### config.mk
export PLATFORM = sky130hd
export DESIGN_NAME = train_seq_ctrl
export DESIGN_NICKNAME = d
export VERILOG_FILES = /design/src/rtl/dqn_ctrl_pkg.sv /design/src/rtl/seq_step_cnt.sv /design/src/rtl/train_seq_ctrl.sv
export SDC_FILE = /design/constraint.sdc
export NUM_CORES = 1
export LEC_CHECK = 0
export CELL_PAD_IN_SITES_DETAIL_PLACEMENT = 0
export CELL_PAD_IN_SITES_GLOBAL_PLACEMENT = 1
export CORE_MARGIN = 10
export CORE_UTILIZATION = 33
export CTS_CLUSTER_DIAMETER = 80
export DETAILED_ROUTE_END_ITERATION = 10
export GPL_ROUTABILITY_DRIVEN = 0
export PLACE_DENSITY = 0.82
export SLEW_MARGIN = 20
export SYNTH_ARGS = -nofsm -noshare
export SYNTH_HDL_FRONTEND = slang
export SYNTH_SLANG_ARGS = --single-unit
### constraint.sdc
create_clock -name clk -period 2.4 [get_ports clk]
set_clock_uncertainty 0.2 [all_clocks]
set_input_delay 0.48 -clock clk [delete_from_list [all_inputs] [get_ports clk]]
set_output_delay 0.48 -clock clk [all_outputs]
set_load 0.05 [all_outputs]
### src/rtl/dqn_ctrl_pkg.sv
// dqn_ctrl_pkg: shared ctrl/step bus codes, sequencer state encoding and layer-index width
// Imported by the training sequencer and by the bias/weight register blocks that decode
// the 4-bit ctrl bus.
package dqn_ctrl_pkg;
   localparam int STEP_W = 4;
   localparam logic [3:0] CTRL_IDLE = 4'b0000;
   localparam logic [3:0] CTRL_FWD  = 4'b0001;
   localparam logic [3:0] CTRL_BWD  = 4'b0010;
   localparam logic [3:0] CTRL_UPD  = 4'b0011;
   localparam logic [3:0] CTRL_FIN  = 4'b0100;
   localparam logic [3:0] CTRL_ERR  = 4'b1111;
   typedef enum logic [2:0] {ST_IDLE, ST_FWD, ST_BWD, ST_UPD, ST_FIN, ST_ERR} state_t;
   function automatic logic [3:0] ctrl_of(input state_t s);
      return (s == ST_FWD) ? CTRL_FWD : (s == ST_BWD) ? CTRL_BWD : (s == ST_UPD) ? CTRL_UPD :
             (s == ST_FIN) ? CTRL_FIN : (s == ST_ERR) ? CTRL_ERR : CTRL_IDLE;
   endfunction
endpackage

### src/rtl/seq_step_cnt.sv
// seq_step_cnt: up/down/load layer counter with terminal flags
// Ports: clk, rst (sync, active-high); i_clr/i_load/i_up/i_dn commands in that priority;
//        i_load_val load value; o_cnt current index; o_at_first (cnt==0); o_at_last (cnt==N-1).
module seq_step_cnt #(
   parameter int N = 3,
   parameter int W = 4
) (
   input  logic         clk,
   input  logic         rst,
   input  logic         i_clr,
   input  logic         i_load,
   input  logic [W-1:0] i_load_val,
   input  logic         i_up,
   input  logic         i_dn,
   output logic [W-1:0] o_cnt,
   output logic         o_at_first,
   output logic         o_at_last
);
   logic [W-1:0] r_cnt;
   always_ff @(posedge clk) begin
      if (rst || i_clr) r_cnt <= '0;
      else if (i_load) r_cnt <= i_load_val;
      else if (i_up) r_cnt <= r_cnt + 1'b1;
      else if (i_dn) r_cnt <= r_cnt - 1'b1;
   end
   assign o_cnt      = r_cnt;
   assign o_at_first = (r_cnt == '0);
   assign o_at_last  = (r_cnt == W'(N - 1));
endmodule

### src/rtl/train_seq_ctrl.sv
// train_seq_ctrl: forward/backward/update phase sequencer for the DQN training datapath
// Ports: clk, rst (sync, active-high); i_start, i_abort, i_layer_done (datapath handshake);
//        o_ctrl phase code, o_step layer index, o_sel one-hot update select, o_busy, o_done pulse,
//        o_iter completed iterations, o_err sticky timeout flag.
// Build option: define TRAIN_SEQ_TIMEOUT_EN to add the layer_done wait timeout and ERR state;
//        without it the sequencer waits indefinitely and o_err is tied low.
import dqn_ctrl_pkg::*;
module train_seq_ctrl #(
   parameter int N_LAYERS = 3,
   parameter int N_ITERS  = 4
`ifdef TRAIN_SEQ_TIMEOUT_EN
   , parameter int TIMEOUT = 1023
`endif
) (
   input  logic              clk,
   input  logic              rst,
   input  logic              i_start,
   input  logic              i_abort,
   input  logic              i_layer_done,
   output logic [3:0]        o_ctrl,
   output logic [STEP_W-1:0] o_step,
   output logic [3:0]        o_sel,
   output logic              o_busy,
   output logic              o_done,
   output logic [15:0]       o_iter,
   output logic              o_err
);
   state_t r_state, w_nxt;
   logic [15:0] r_iter;
   logic [3:0]  r_ctrl, r_sel;
   logic        r_busy, r_done;
   logic        w_clr, w_up, w_dn, w_iter_inc, w_iter_clr, w_at_first, w_at_last;
   logic        w_wait_to;
   seq_step_cnt #(.N(N_LAYERS), .W(STEP_W)) u_step (
      .clk        (clk),
      .rst        (rst),
      .i_clr      (w_clr),
      .i_load     (1'b0),
      .i_load_val ('0),
      .i_up       (w_up),
      .i_dn       (w_dn),
      .o_cnt      (o_step),
      .o_at_first (w_at_first),
      .o_at_last  (w_at_last)
   );
`ifdef TRAIN_SEQ_TIMEOUT_EN
   logic [9:0] r_wait;
   logic       r_err;
   // Restarts on every phase change and every handshake, so it measures one layer's wait.
   always_ff @(posedge clk) begin
      if (rst || w_nxt != r_state || i_layer_done) r_wait <= '0;
      else if (r_state == ST_FWD || r_state == ST_BWD) r_wait <= r_wait + 10'd1;
   end
   assign w_wait_to = (r_state == ST_FWD || r_state == ST_BWD) && !i_layer_done &&
                      (r_wait == 10'(TIMEOUT - 1));
   always_ff @(posedge clk) r_err <= !rst && (w_nxt == ST_ERR);
   assign o_err = r_err;
`else
   assign w_wait_to = 1'b0;
   assign o_err     = 1'b0;
`endif
   always_comb begin
      w_nxt      = r_state;
      w_clr      = 1'b0;
      w_up       = 1'b0;
      w_dn       = 1'b0;
      w_iter_inc = 1'b0;
      w_iter_clr = 1'b0;
      if (i_abort) begin
         w_nxt = ST_IDLE;
         w_clr = 1'b1;
      end else if (w_wait_to) begin
         w_nxt = ST_ERR;
      end else begin
         case (r_state)
            ST_IDLE: if (i_start) begin
               w_nxt      = ST_FWD;
               w_clr      = 1'b1;
               w_iter_clr = 1'b1;
            end
            ST_FWD: if (i_layer_done) begin
               w_nxt = w_at_last ? ST_BWD : ST_FWD;
               w_up  = !w_at_last;
            end
            ST_BWD: if (i_layer_done) begin
               w_nxt = w_at_first ? ST_UPD : ST_BWD;
               w_dn  = !w_at_first;
            end
            ST_UPD: begin
               w_up       = !w_at_last;
               w_clr      = w_at_last;
               w_iter_inc = w_at_last;
               if (w_at_last) w_nxt = (32'(r_iter) + 32'd1 < 32'(N_ITERS)) ? ST_FWD : ST_FIN;
            end
            ST_FIN:  w_nxt = ST_IDLE;
            default: w_nxt = r_state;
         endcase
      end
   end
   always_ff @(posedge clk) begin
      if (rst) begin
         r_state <= ST_IDLE;
         r_iter  <= '0;
         r_ctrl  <= CTRL_IDLE;
         r_sel   <= '0;
         r_busy  <= 1'b0;
         r_done  <= 1'b0;
      end else begin
         r_state <= w_nxt;
         r_iter  <= w_iter_clr ? '0 : r_iter + 16'(w_iter_inc);
         r_ctrl  <= ctrl_of(w_nxt);
         // Update select walks as a shift register alongside the step counter.
         r_sel   <= (w_nxt != ST_UPD) ? '0 : (r_state == ST_UPD) ? r_sel << 1 : 4'b0001;
         r_busy  <= (w_nxt != ST_IDLE);
         r_done  <= (w_nxt == ST_FIN);
      end
   end
   assign o_ctrl = r_ctrl;
   assign o_sel  = r_sel;
   assign o_busy = r_busy;
   assign o_done = r_done;
   assign o_iter = r_iter;
endmodule
==> flow_summary.json, run 1 <==
{
  "yosysTopAreaCellShare": 0.435,
  "nets": 232,
  "fmax_mhz": 440,
  "die_x_um": 87.8,
  "fin_hold_ws_ns": 0.275,
  "min_period_ns": 2.27,
  "power_mw": 1.24,
  "htreeDepth": 2,
  "fillCellCount": 414,
  "setup_ws_ns": 0.126,
  "worst_skew_pair.late_latency_ns": 0.29,
  "num_rows": 24,
  "max_slew_margin": 0.650,
  "clock_path_buffers": 2,
  "grt_pass1_vias": 1245,
  "multiInputGateArea_um2": 883,
  "initial_core_util": 0.344,
  "grt.total_usage": 0.0980,
  "async_flop_share": 0,
  "p_leak_nw": 0.896,
  "clk_pin_slew_ns": 0.07,
  "drc_errors": 0,
  "synthDistinctLibCells": 41,
  "yosysTopAreaCell": "dfxtp_1",
  "min_period_over_period": 0.947,
  "rsz0062_at_grt": "false",
  "powerDensity_nw_per_um2": 549,
  "die_y_um": 87.8,
  "cts_sinks": 33,
  "syn_nets": 175,
  "r2r_start": "u_step.o_cnt[2]$_SDFFE_PP0P_",
  "finalMaxSlewViolations": 0,
  "max_cap_violations": 0,
  "core_area_um2": 4410,
  "die_area_um2": 7720,
  "grt_remaining_overflow": 0,
  "end_kind": "output port",
  "root_buffer": "clkbuf_8",
  "crit_fanout": 5,
  "drt-initial-drc-count": 49,
  "r2r_end": "o_iter[8]$_SDFF_PP0_",
  "hp-class": "register to register",
  "setup_tns_ns": 0,
  "postCtsSetupRepairBufs": 0,
  "holdPathEnd": "o_sel[3]$_SDFF_PP0_",
  "cts_tree": "yes",
  "io_pins": 36,
  "regArea_um2": 674,
  "cp.required_ns": 1.72,
  "synthFlopType": "dfxtp_1",
  "antenna_found_initial": 0,
  "portBuffers": 34,
  "grt_max_degree": 17,
  "synth_warnings": 0,
  "syn_area_per_cell_um2": 9.21,
  "num_vias": 1346,
  "dp_slack_ns": -0.262,
  "avgRoutedWirePerCell_um": 13.4,
  "cts_made_buffers": 5,
  "ant_nets": 0,
  "holdPathStages": 1,
  "reg2regPathDepth": 9,
  "area_delta_synth_final_pct": 49.3,
  "grt_pass1_wl_um": 5930,
  "hold_violations": 0,
  "dr.pass1.iters": 4,
  "drt-total-wl_um": 3690,
  "mostFrequentLayoutCell": "clkdlybuf4s50_1",
  "mostFrequentLayoutCells": "clkdlybuf4s50_1, nor2_1, dfxtp_1",
  "status": "complete, no violations",
  "synthCells": 165,
  "worst_pin_slew_ns": 0.524,
  "dpl.hpwl_um": 2800,
  "peakVddDrop_v": 0.000227,
  "critPathKind": "register to output port",
  "netlist_area_um2": 1520,
  "worst_setup_path_start_kind": "register",
  "drive_gt1_frac": 0.260,
  "synthTopCellsByArea": "dfxtp_1, xor2_1, nor2_1",
  "synth_enable_flop_cells": 0,
  "regToRegSetupSlack_ns": 0.13,
  "critical_path_arrival_ns": 1.59,
  "worstHoldStart": "o_sel[2]$_SDFF_PP0_",
  "synth_seq_area_share": 0.435,
  "antenna-diode-count": 0,
  "setup_viol": 0,
  "ys_ff_latch": 33,
  "vias_per_cell": 4.89
}
==> stage by stage <==
step / util / instance area, um^2 / instances
floorplan: - / 1550 / 165
global placement: 0.472 / 2080 / 267
detailed placement: 0.472 / 2080 / 267
CTS: 0.503 / 2220 / 275
global route: 0.514 / 2270 / 275
finish: 0.514 / 2270 / 275
==> registers in the layout (all words and copies together) (netlist names) <==
signal	flops
o_iter	16
o_ctrl	4
o_sel	4
u_step.o_cnt	4
r_state	3
o_busy	1
o_done	1
==> routing by layer <==
metal | part of all wire | GRT usage | up-vias
li1 | - | - | 686
met1 | 0.43 | 0.103 | 625
met2 | 0.47 | 0.163 | 29
met3 | 0.088 | 0.0501 | 6
met4 | 0.017 | 0.0391 | 0
met5 | 0 | 0 | -
==> timing repair <==
item / in CTS / in global routing
setup endpoints to repair: 0 / 7
hold buffers: 0 / 0
gates resized for setup: 0 / 13
==> cell families after synthesis <==
group,count (synthesis),synth area share
muxes,3,0.0231
xor gates and xnor gates,15,0.0865
AOI/OAI and AO/OA,19,0.0931
other,1,0.00247
and+or+nand+nor,82,0.294
DFF,33,0.435
adders and majority gates,5,0.0461
buffers and inverters,7,0.0198
==> worst max-delay path by stage <==
stage | start | endpoint | slack [ns] | depth (start not counted)
after floorplan | o_iter[2]$_SDFF_PP0_ | o_ctrl[1]$_SDFF_PP0_ | 0.003 | 6
final | u_step.o_cnt[0]$_SDFFE_PP0P_ | o_step[0] | 0.13 | 2
after CTS | i_abort | o_iter[12]$_SDFF_PP0_ | 0.05 | 10
after detailed placement | i_layer_done | u_step.o_cnt[3]$_SDFFE_PP0P_ | -0.26 | 10
after global placement | i_layer_done | u_step.o_cnt[3]$_SDFFE_PP0P_ | -0.24 | 10
after global routing | u_step.o_cnt[2]$_SDFFE_PP0P_ | o_iter[8]$_SDFF_PP0_ | 0.005 | 9
==> critical path, cell delays in order (launching register included) <==
cell and delay (ns):
dfxtp_2 0.35, buf_4 0.15, clkdlybuf4s50_1 0.81
==> Yosys cell counts, types with 3 or more instances <==
master	number
nor2_1	29
nand4_1	4
nand3_1	7
ha_1	4
dfxtp_1	33
a21o_1	3
xor2_1	13
inv_1	3
o21ai_0	5
and3_1	5
and4b_1	3
nand2_1	9
a21oi_1	5
nor3_1	6
and2_1	3
==> report_power, final <==
| part | internal [mW] | switching, mW |
|---|---|---|
| Sequential | 0.550 | 0.00120 |
| Clock | 0.418 | 0.214 |
| Combinational | 0.0240 | 0.0363 |
| Total | 0.992 | 0.252 |
==> cell type report <==
cell class                 count  share of cell area
inverter                       3             0.00497
clock inverter                 3              0.0304
clock buffer                   5              0.0304
sequential                    33               0.297
timing repair buffer          54               0.219
tap                           52              0.0287
multi-input combinational    125               0.390
Power figures use the tool's default switching activity.
==> run 2: changes to the inputs <==
Settings changed: CORE_MARGIN 10 to 5.
==> flow_summary.json, run 2 (synthesis results as in run 1) <==
{
  "cts_made_buffers": 5,
  "area_delta_synth_final_pct": 45.5,
  "num_rows": 24,
  "end_kind": "output port",
  "worstHoldStart": "o_sel[2]$_SDFF_PP0_",
  "hold_violations": 0,
  "fmax_mhz": 438,
  "utilization": 0.501,
  "die_area_um2": 6060,
  "power_mw": 1.04,
  "dp_slack_ns": -0.303,
  "fin_hold_ws_ns": 0.276,
  "setup_viol": 0,
  "dpl.hpwl_um": 2620,
  "worst_pin_slew_ns": 0.504,
  "grt_max_degree": 17,
  "grt_pass1_wl_um": 6140,
  "regArea_um2": 673,
  "cp.required_ns": 1.72,
  "cts_sinks": 33,
  "r2r_end": "u_step.o_cnt[3]$_SDFFE_PP0P_",
  "die_y_um": 77.8,
  "max_cap_violations": 0,
  "mostFrequentLayoutCells": "clkdlybuf4s50_1, nor2_1, dfxtp_1",
  "htreeDepth": 2,
  "vias_per_cell": 4.89,
  "crit_chain": "buf_4 > clkdlybuf4s50_1",
  "ctsHoldBuffers": 0,
  "nets": 232,
  "cpPeakStageDelay_ns": 0.80,
  "grt.total_usage": 0.125,
  "root_buffer": "clkbuf_8",
  "status": "complete, no violations",
  "crit_buf_inv": 2,
  "drive_gt1_frac": 0.247,
  "final_cells": 275,
  "clk_pin_slew_ns": 0.08,
  "regToRegSetupSlack_ns": 0.13,
  "place_inst": 265,
  "finalMaxSlewViolations": 0,
  "cts_tree": "yes",
  "drt-initial-drc-count": 98,
  "antenna-diode-count": 0,
  "holdPathEnd": "o_sel[3]$_SDFF_PP0_",
  "powerDensity_nw_per_um2": 471,
  "reg2regPathDepth": 10,
  "portBuffers": 34,
  "holdPathStages": 1,
  "initial_core_util": 0.344,
  "r2r_start": "u_step.o_cnt[2]$_SDFFE_PP0P_",
  "crit_fanout": 5,
  "min_period_over_period": 0.951,
  "p_leak_nw": 0.862,
  "max_slew_margin": 0.663,
  "num_vias": 1345,
  "avgRoutedWirePerCell_um": 13.0,
  "cpMaxStageDelayCell": "clkdlybuf4s50_1",
  "dr.pass1.iters": 4,
  "die_x_um": 77.8,
  "peakVddDrop_v": 0.000255,
  "worst_setup_path_start_kind": "register",
  "fillCellCount": 421,
  "clock_path_buffers": 2,
  "critical_path_arrival_ns": 1.60,
  "ant_nets": 0,
  "critPathKind": "register to output port",
  "cp_top_family": "buffers and inverters",
  "worst_skew_pair.late_latency_ns": 0.30,
  "antenna_found_initial": 0,
  "multiInputGateArea_um2": 873,
  "min_period_ns": 2.28,
  "mostFrequentLayoutCell": "clkdlybuf4s50_1",
  "largest_register_ffs": 16,
  "grt_pass1_vias": 1327,
  "hp-class": "register to register",
  "drt-total-wl_um": 3570,
  "setup_ws_ns": 0.117,
  "core_area_um2": 4410,
  "io_pins": 36,
  "drc_errors": 0,
  "grt_remaining_overflow": 0
}
[run 2: cell type report]
| type | instances | area share |
|---|---|---|
| Multi-Input combinational cell | 125 | 0.395 |
| Sequential cell | 33 | 0.305 |
| Timing Repair Buffer | 54 | 0.224 |
| Clock buffer | 5 | 0.0311 |
| Tap cell | 52 | 0.0294 |
| Clock inverter | 3 | 0.0102 |
| Inverter | 3 | 0.00510 |
[run 2: routing by layer]
layer  share of wire  vias up  wire length, um  global-route usage
met3           0.055        7              195              0.0382
met2            0.47       31             1670               0.204
met4           0.017        0               61              0.0515
li1                -      685                -                   -
met1            0.46      622             1640               0.153
met5               0        -                0                   0
[run 2: worst max-delay path by stage]
| stage | start | endpoint | slack [ns] | depth (start not counted) |
|---|---|---|---|---|
| after detailed placement | i_layer_done | u_step.o_cnt[3]$_SDFFE_PP0P_ | -0.30 | 10 |
| after global routing | u_step.o_cnt[1]$_SDFFE_PP0P_ | u_step.o_cnt[3]$_SDFFE_PP0P_ | -0.01 | 10 |
| final | u_step.o_cnt[0]$_SDFFE_PP0P_ | o_step[0] | 0.12 | 2 |
| after CTS | i_layer_done | u_step.o_cnt[3]$_SDFFE_PP0P_ | 0.004 | 10 |
| after global placement | i_layer_done | u_step.o_cnt[3]$_SDFFE_PP0P_ | -0.24 | 10 |
| after floorplan | o_iter[2]$_SDFF_PP0_ | o_ctrl[1]$_SDFF_PP0_ | 0.003 | 6 |
[run 2: report_power, final]
group / switching, mW / total, mW / leakage [nW] / internal [mW]
Clock: 0.228 / 0.431 / 0.0364 / 0.203
Combinational: 0.0355 / 0.0595 / 0.555 / 0.0241
Sequential: 0.00130 / 0.551 / 0.271 / 0.550
[run 2: metrics by stage]
step                      setup TNS (ns)  cell area (um^2)
after floorplan                        0              1550
after global placement             -1.35              2070
after detailed placement           -1.86              2070
after CTS                              0              2160
after global routing             -0.0141              2210
final                                  0              2210
[run 2: worst reg2reg max path, cell delays in order (launching register included)]
cell and delay [ns]:
dfxtp_2 0.37, nor4b_4 0.31, buf_4 0.17, nor3_2 0.05, inv_1 0.08, ha_1 0.22, a21o_1 0.19, a21oi_2 0.13
mux2i_1 0.22, xor2_1 0.16, nor2_1 0.05
[run 2: timing repair]
item	in CTS	in global routing
setup endpoints to repair	0	7
resized for setup	0	10
buffers inserted	0	2
endpoints found under the hold margin	0	0
==> run 3: changes to the inputs <==
Settings changed: ABC_AREA set to 1, CORE_UTILIZATION 33 to 32, PLACE_DENSITY 0.82 to 0.81.
==> flow_summary.json, run 3 <==
{
  "status": "complete, no violations",
  "reg2regPathDepth": 14,
  "syn_area_per_cell_um2": 6.85,
  "min_period_over_period": 0.956,
  "cpPeakStageDelay_ns": 0.35,
  "r2r_start": "u_step.o_cnt[2]$_SDFFE_PP0P_",
  "worst_setup_path_start_kind": "register",
  "grt_remaining_overflow": 0,
  "critPathKind": "register to register",
  "yosysTopAreaCell": "dfxtp_1",
  "grt.total_usage": 0.129,
  "final_cells": 395,
  "clock_path_buffers": 2,
  "crit_chain": "nor2_1 > nand3_1 > inv_1 > nand2_1 > nor2_2 > ha_2 > ha_4 > nand2_2 > nor2_2 > inv_1 > nor2_1 > buf_4 > nand3_1 > a221oi_2",
  "max_slew_margin": 0.661,
  "root_buffer": "clkbuf_8",
  "highest_layer": "met4",
  "synth-simple-area-share": 0.392,
  "antenna-diode-count": 0,
  "mostFrequentLayoutCells": "nand2_1, nor2_1, inv_1",
  "die_y_um": 85.3,
  "synthDistinctLibCells": 34,
  "peakVddDrop_v": 0.000351,
  "wl_met3_um": 233,
  "synthTopCellsByCount": "nand2_1, nor2_1, inv_1, dfxtp_1, nand3_1",
  "die_area_um2": 7280,
  "synthFlopType": "dfxtp_1",
  "grt_pass1_wl_um": 7770,
  "ctsHoldBuffers": 0,
  "die_x_um": 85.3,
  "nets": 332,
  "yosysMostFrequentCell": "nand2_1",
  "grt_pass1_vias": 1760,
  "cts_tree": "yes",
  "finalMaxSlewViolations": 0,
  "dr.pass1.iters": 5,
  "num_vias": 1822,
  "mostFrequentLayoutCell": "nand2_1",
  "end_kind": "register",
  "fmax_mhz": 436,
  "regToRegSetupSlack_ns": 0.11,
  "avgRoutedWirePerCell_um": 11.4,
  "cp.required_ns": 2.40,
  "holdPathEnd": "o_sel[2]$_SDFF_PP0_",
  "drt-total-wl_um": 4500,
  "area_delta_synth_final_pct": 40.9,
  "min_period_ns": 2.29,
  "cts_sinks": 33,
  "post_dp_cell_area_um2": 2370,
  "syn_nets": 275,
  "worstHoldStart": "o_sel[1]$_SDFF_PP0_",
  "setup_viol": 0,
  "muxShareOfSynthArea": 0,
  "crit_buf_inv": 3,
  "initial_core_util": 0.330,
  "hold_violations": 0,
  "r2r_end": "o_iter[12]$_SDFF_PP0_",
  "met1Wirelength_um": 2050,
  "drc_errors": 0,
  "hp-class": "register to register",
  "cp_top_family": "simple AND/OR/NAND/NOR gates",
  "critical_path_arrival_ns": 2.29,
  "power_mw": 1.27,
  "powerDensity_nw_per_um2": 498,
  "grt_max_degree": 17,
  "core_area_um2": 5510,
  "async_flop_share": 0,
  "ant_nets": 0,
  "place_inst": 386,
  "holdPathStages": 2,
  "num_rows": 27,
  "wl_met2_um": 2160,
  "drive_gt1_frac": 0.198,
  "cts_made_buffers": 5,
  "synth_seq_area_share": 0.364,
  "rsz0062_at_grt": "true",
  "synth_top_family_by_area": "simple AND/OR/NAND/NOR gates",
  "p_leak_nw": 1.05,
  "max_cap_violations": 0,
  "netlist_area_um2": 1820,
  "vias_per_cell": 4.61,
  "antenna_found_initial": 0,
  "synth_compound_area_frac": 0.0861,
  "cp.depth": 14,
  "yosysTopAreaCellShare": 0.364,
  "cpMaxStageDelayCell": "dfxtp_2",
  "io_pins": 36,
  "dpl.hpwl_um": 3570,
  "portBuffers": 34,
  "final_area_um2": 2560,
  "largest_register_ffs": 16,
  "worst_pin_slew_ns": 0.507,
  "drt-initial-drc-count": 81,
  "synth_enable_flop_cells": 0,
  "synthCells": 265,
  "crit_fanout": 5,
  "synth_adder_area_share": 0.0386,
  "synth-xor-area-share": 0.0241,
  "htreeDepth": 2,
  "synth_warnings": 0,
  "ys_ff_latch": 33,
  "worst_skew_pair.late_latency_ns": 0.28,
  "synthTopCellsByArea": "dfxtp_1, nand2_1, nor2_1",
  "clk_pin_slew_ns": 0.07
}
==> run 3: cell types whose count changed in the layout (fill, tap and decap cells not counted), sizes merged, moves of 4 or more <==
cell,previous run,this run
a21oi,5,9
and3,5,0
inv,3,41
nand2,9,61
nand3,7,17
nor2,30,54
xor2,13,3
==> run 3: tightest hold or removal path: cells and delay by family (launching register included) <==
kind | cells | cell delay (ns)
DFF | 1 | 0.31
buffers and inverters | 1 | 0.05
and+or+nand+nor | 1 | 0.03
==> run 3: cells by family (layout without fill, tap and decap cells) <==
group,count (synthesis),after routing
AND/OR/NAND/NOR,152,152
buffers and inverters,44,102
flip-flops,33,33
AO/OA/AOI/OAI,25,25
adder cells (fa/ha/maj),5,5
XOR/XNOR,5,5
other,1,1
==> run 3: cell type report <==
type | count | area, um^2
Fill cell | 571 | 2950
Multi-Input combinational cell | 188 | 1030
Sequential cell | 33 | 668
Timing Repair Buffer | 52 | 478
Inverter | 42 | 158
Tap cell | 72 | 90.1
Clock buffer | 5 | 68.8
Clock inverter | 3 | 65.1
==> run 3: stage by stage <==
stage	hold slack [ns]	util	setup TNS, ns	setup WS (ns)
detailed placement	0.220	0.430	-0.600	-0.172
global route	0.253	0.465	-0.0906	-0.0378
floorplan	0.352	-	0	0.0208
CTS	0.231	0.454	0	0.0432
finish	0.227	0.465	0	0.106
global placement	0.215	0.430	-0.169	-0.0656
==> run 3: layer usage <==
metal / up-vias / GRT usage
met5: - / 0
met4: 0 / 0.0460
met3: 7 / 0.0388
met2: 37 / 0.218
met1: 824 / 0.156
li1: 954 / -
==> run 3: worst max path at each step <==
stage / start / endpoint
4_1_cts: o_iter[9]$_SDFF_PP0_ / o_iter[9]
6_report: u_step.o_cnt[2]$_SDFFE_PP0P_ / o_iter[12]$_SDFF_PP0_
2_1_floorplan: u_step.o_cnt[2]$_SDFFE_PP0P_ / o_iter[12]$_SDFF_PP0_
3_3_place_gp: i_abort / u_step.o_cnt[3]$_SDFFE_PP0P_
3_5_place_dp: i_abort / o_iter[10]$_SDFF_PP0_
5_1_grt: r_state[0]$_SDFF_PP0_ / o_iter[12]$_SDFF_PP0_
==> run 3: timing repair <==
action                     CTS  global route
buffers inserted             0             1
resized for setup            0            16
setup endpoints to repair    0             6
==> run 3: power breakdown <==
part | internal [mW] | switching, mW
registers | 0.553 | 0.00254
clock network | 0.413 | 0.211
logic | 0.0357 | 0.0595
